## config.mk

```make
export PLATFORM = sky130hd
export DESIGN_NAME = mem_request_unit
export DESIGN_NICKNAME = d
export VERILOG_FILES = /design/src/rtl/mem_request_unit.sv
export SDC_FILE = /design/constraint.sdc
export NUM_CORES = 1
export LEC_CHECK = 0
export CORE_AREA = 2 2 39 41
export CTS_BUF_LIST = sky130_fd_sc_hd__clkbuf_4 sky130_fd_sc_hd__clkbuf_8
export DETAILED_ROUTE_END_ITERATION = 10
export DIE_AREA = 0 0 41 43
export PLACE_DENSITY = 0.82
export SLEW_MARGIN = 20
export SYNTH_ARGS = -nofsm -noshare
export SYNTH_HDL_FRONTEND = slang
export SYNTH_SLANG_ARGS = --single-unit
```

## constraint.sdc

```tcl
create_clock -name CLK -period 2.7 [get_ports CLK]
set_clock_uncertainty 0.2 [all_clocks]
set_input_delay 0.54 -clock CLK [delete_from_list [all_inputs] [get_ports CLK]]
set_output_delay 0.54 -clock CLK [all_outputs]
set_load 0.03 [all_outputs]
```

## src/rtl/mem_request_unit.sv

```systemverilog
// Memory-request sequencer: turns decoded load/store/halt into memory-port enables and PC strobes.
// Optional stalled-cycle counter port enabled by defining REQ_STALL_STATS_EN.
module mem_request_unit #(
   parameter int WAIT_LIMIT = 255,
   parameter int CNT_W      = 16
) (
   input  logic             CLK,
   input  logic             nRST,
   input  logic             ihit,
   input  logic             dhit,
   input  logic             mem_read,
   input  logic             mem_write,
   input  logic             mem_halt,
   output logic             imemREN,
   output logic             dmemREN,
   output logic             dmemWEN,
   output logic             pc_en,
   output logic             halt,
   output logic             req_err,
   output logic [1:0]       state_dbg
`ifdef REQ_STALL_STATS_EN
   ,
   output logic [CNT_W-1:0] stall_cnt
`endif
);

   // Counter must be at least one bit wide even when the watchdog is disabled.
   localparam int WCW = (WAIT_LIMIT < 1) ? 1 : $clog2(WAIT_LIMIT + 1);
   localparam logic [WCW-1:0] WAIT_LAST = WCW'(WAIT_LIMIT - 1);

   typedef enum logic [1:0] {
      S_FETCH  = 2'd0,
      S_DATA   = 2'd1,
      S_HALTED = 2'd2,
      S_ERR    = 2'd3
   } state_t;

   state_t           state, state_n;
   logic             dren_n, dwen_n;
   logic [WCW-1:0]   wait_cnt, wait_cnt_n;

   always_ff @(posedge CLK or negedge nRST) begin
      if (!nRST) begin
         state    <= S_FETCH;
         dmemREN  <= 1'b0;
         dmemWEN  <= 1'b0;
         wait_cnt <= '0;
      end else begin
         state    <= state_n;
         dmemREN  <= dren_n;
         dmemWEN  <= dwen_n;
         wait_cnt <= wait_cnt_n;
      end
   end

   always_comb begin
      state_n    = state;
      dren_n     = dmemREN;
      dwen_n     = dmemWEN;
      wait_cnt_n = wait_cnt;
      pc_en      = 1'b0;
      case (state)
         S_FETCH: begin
            if (ihit) begin
               if (mem_halt) begin
                  state_n = S_HALTED;
               end else if (mem_read || mem_write) begin
                  // Store wins when both request bits are set.
                  state_n    = S_DATA;
                  dwen_n     = mem_write;
                  dren_n     = mem_read & ~mem_write;
                  wait_cnt_n = '0;
               end else begin
                  pc_en = 1'b1;
               end
            end
         end
         S_DATA: begin
            if (dhit) begin
               pc_en      = 1'b1;
               state_n    = S_FETCH;
               dren_n     = 1'b0;
               dwen_n     = 1'b0;
               wait_cnt_n = '0;
            end else if (WAIT_LIMIT != 0) begin
               wait_cnt_n = wait_cnt + 1'b1;
               if (wait_cnt == WAIT_LAST) begin
                  state_n = S_ERR;
                  dren_n  = 1'b0;
                  dwen_n  = 1'b0;
               end
            end
         end
         default: begin
            dren_n = 1'b0;
            dwen_n = 1'b0;
         end
      endcase
   end

   assign imemREN   = (state == S_FETCH);
   assign halt      = (state == S_HALTED) || (state == S_ERR);
   assign req_err   = (state == S_ERR);
   assign state_dbg = state;

`ifdef REQ_STALL_STATS_EN
   // Counts cycles where the PC was held while still doing useful work; saturates.
   always_ff @(posedge CLK or negedge nRST) begin
      if (!nRST) begin
         stall_cnt <= '0;
      end else if ((state == S_FETCH || state == S_DATA) && !pc_en && (stall_cnt != '1)) begin
         stall_cnt <= stall_cnt + 1'b1;
      end
   end
`endif

endmodule

```

# Word level (Yosys, flattened, before mapping)

Index checks and enable logic that the tools add are counted.

Register bits: 12
Bits of input ports: 7
Logic and storage cells: 49

Add/sub/neg operators: 1
Eq/ne operators: 9
Mux-type cells: 26
Bitwise operators: 2
Reduce and logical (&&, ||, !) cells: 7

Operators by type and width:

| kind                | count |
|---|---|
| $mux 8              | 4 |
| $pmux 8 s2          | 1 |
| $mux 1              | 12 |
| $reduce_and 4->1    | 3 |
| $mux 2              | 5 |
| $add 8x1->8 const B | 1 |
| $eq 8x8->1 const B  | 1 |
| $pmux 1 s2          | 3 |
| $eq 2x2->1 const B  | 2 |
| $ne 2x2->1 const B  | 2 |
| $pmux 2 s2          | 1 |
| $ne 3x2->1 const B  | 1 |
| $ne 3x3->1 const B  | 1 |
| $eq 2x1->1 const B  | 1 |
| $logic_not 2->1     | 1 |
| $logic_or 1x1->1    | 2 |
| $ne 2x1->1 const B  | 1 |
| $reduce_bool 2->1   | 1 |
| $and 1x1->1         | 1 |
| $not 1->1           | 1 |

# Logic depth before layout (Yosys ltp)

Word-level depth: 6
Depth in mapped cells: 6

# Worst setup path before layout

No wires, ideal clock.

Path kind: flip-flop to output port
Start: register state[0] (netlist: state_dbg[0])
End: output pc_en
Arrival: 1737 ps
Slack: 223 ps
Stages on the path, launching flop included: 3
Path buffers: 0
Path through: dfrtp_1 -> or4_2 -> a21oi_1

Word-level cells in the longest chain between the ends: 2
Elaborated cells on any way between the ends: 3

RTL lines:

| item                                          | RTL line | text |
|---|---|---|
| start: declaration                            | 38       | `state_t state, state_n;` |
| start signal: assignment                      | 49       | `state <= state_n;` |
| $eq 2x1->1 or $logic_not 2->1 (tied branches) | 62       | `case (state)` |
| $pmux 1 s2 (*)                                | 62       |  |
| end: declaration                              | 17       | `output logic pc_en,` |

Mark *: on every way between the ends. The rest lies on a longest branch, timed or not.

# Worst setup path after layout

Start: input mem_halt
End: output pc_en

Word-level cells in the longest chain between the ends: 3

RTL lines:

| item               | RTL line | text |
|---|---|---|
| start: declaration | 13       | `input logic mem_halt,` |
| $mux 1             | 65       | `if (mem_halt) begin` |
| $mux 1             | 64       | `if (ihit) begin` |
| $pmux 1 s2         | 62       |  |

Every way passes these cells.

==> run summary <==
status: finished clean
largest net degree at the start of global routing: 13
multi-input logic area: 367 um2
CP startpoint: mem_halt
share of layout cells above drive strength 1: 19.6%
Startpoint Class: input pin
ANT cells: 0
Worst slew margin: 63.6%
gp weighted congestion: 0.823
hold_buf cts: 0
sequential area share after synthesis: 43.4%
count of different cell masters after synthesis: 31
io pins: 15
post-synthesis register bit count: 12
YS warnings: 0
Avg WL per Cell: 14.9 um
P per Cell Area: 500 mW/mm2
# H-tree levels: 1
worst r2r src: state_dbg[1]$_DFFE_PN0P_
fin crit share: 95.0%
synthesized net count: 85
PnR Total Power: 467 uW
minimum clock period: 2570 ps
Synth area leaders: dfrtp_1, a21oi_1, inv_1, ha_1, o21ai_0
number of global-route vias before repair: 672
placed cells: 109
synthesized instance count: 76
width of the die: 41 um
HPWL Detailed: 1260 um
GRT Resource Usage Total: 22.6%
Synth area leader: dfrtp_1
Final WS setup: 134 ps
GR Overflow Total: 0
Final #Nets: 107
Reg area: 300 um2
buffer depth of the longest clock path: 2
vias: 677
hold path start: dmemWEN$_DFFE_PN0P_
WP data required: 1960 ps
number of flops mapped to enable cells by yosys: 0
Post-Place Setup Slack: -69.6 ps
DR iter-0 viols: 22
Slew @ Worst Pin: 544 ps
Max VDD drop: 0.426 mV
PortBufs: 14
max-cap violations: 0
max-slew violation count: 0
drt first pass iters: 4
Cell Area, Synth: 692 um2
remaining antenna violation count after routing: 0
Clock transition at path regs: 70 ps
full die area: 0.00176 mm2
Fin. Hold Viols: 0
# rows: 14
Crit Path Class: in2out
Pleak: 0.391 nW
Total Routed Length: 1690 um
top_reg_cell synth: dfrtp_1
Clk Latency, worst-skew pair: 280 ps
Worst setup EP type: output pin
asr flop ratio synth: 100%
Final setup viols: 0
area share of the largest cell type after synthesis: 43.4%
average cell area after synthesis: 9.10 um2
Starting Density: 50.0%
CTS root buf: clkbuf_4
first-pass GRT wire length: 2670 um
commonest non-fill, non-tap cells in the layout: dfrtp_1, clkdlybuf4s50_1, inv_1
r2r setup slk: 780 ps
Min-Delay Path Class: reg2reg
core area: 0.00138 mm2
final instance area: 935 um2
crit path max fanout: 2
# DRC: 0
Fillers: 109
CTS tree: done
placed inst area: 882 um2
die span in y: 43 um
Inserted Clock Buffers: 3
initial antenna violation count: 0
Crit path arrival time: 1830 ps
RSZ-0062 raised after global routing: no
Final Non-Filler Cells: 113
clock sink total: 12
Max Clock Freq: 390 MHz
Layout area overhead: 35.1%
via density per instance: 5.99
-- metal layers --
metal / global-route usage (%) / wire length, um
met5: 0 / 0
met1: 24.8 / 693
met3: 3.14 / 79
met4: 10.0 / 36
met2: 39.7 / 881
-- power breakdown --
group          switching (mW)  total [mW]  internal [mW]
clock network          0.0620       0.144         0.0822
registers              0.0196       0.213          0.193
logic                  0.0610       0.110         0.0489
-- worst paths after layout --
check,endpoint,depth (start not counted)
worst max-delay path,pc_en,5
worst min-delay path,dmemWEN$_DFFE_PN0P_,1
worst max register to register,wait_cnt[6]$_DFFE_PN0P_,3
worst min register to register,dmemWEN$_DFFE_PN0P_,1
max in group asynchronous,wait_cnt[4]$_DFFE_PN0P_,1
min in group asynchronous,wait_cnt[6]$_DFFE_PN0P_,1
-- registers in the layout, indices dropped and copies added, names as in the netlist --
register   flops
dmemREN        1
dmemWEN        1
state_dbg      2
wait_cnt       8
-- per-stage QoR --
stage	util [%]	hold WS [ps]	TNS (ps)
CTS	67.5	308	0
global route	67.5	333	0
detailed placement	63.7	292	-69.6
finish	67.5	307	0
global placement	63.7	291	0
floorplan	-	44.4	0
-- repair_timing --
action	4_1_cts	5_1_grt
gates resized for setup	5	0
endpoints found under the setup margin	1	0
hold endpoints to repair	0	0
setup buffers	0	0
-- logic make-up after synthesis --
| group | count (synthesis) | synth area share, % |
|---|---|---|
| simple gates | 26 | 21.9 |
| fa+ha+maj | 2 | 3.62 |
| flops | 12 | 43.4 |
| buf+inv | 10 | 5.61 |
| compound gates | 26 | 25.5 |
-- critical path, cell delays in order --
cell and delay, ps:
clkdlybuf4s50_1 430, nand2b_4 150, or4_4 410, a21oi_2 150
buf_6 150
-- Yosys cell counts, types with 2 or more instances --
library cell and instances:
a211oi_1 2, a21oi_1 6, a31oi_1 3, a32o_1 2, and4_1 2, clkbuf_1 2, dfrtp_1 12, ha_1 2
inv_1 7, nand2_1 6, nand3_1 3, nor2_1 5, o211ai_1 2, o21ai_0 5
-- area by class of cell --
cell class / instances / area share (%)
well taps: 16 / 2.14
flip-flops and latches: 12 / 32.1
clock buffers: 4 / 3.88
repair buffers: 20 / 19.8
multi-input cells: 54 / 39.2
inverters: 7 / 2.81
No activity file was read; power rests on OpenSTA's default activity.
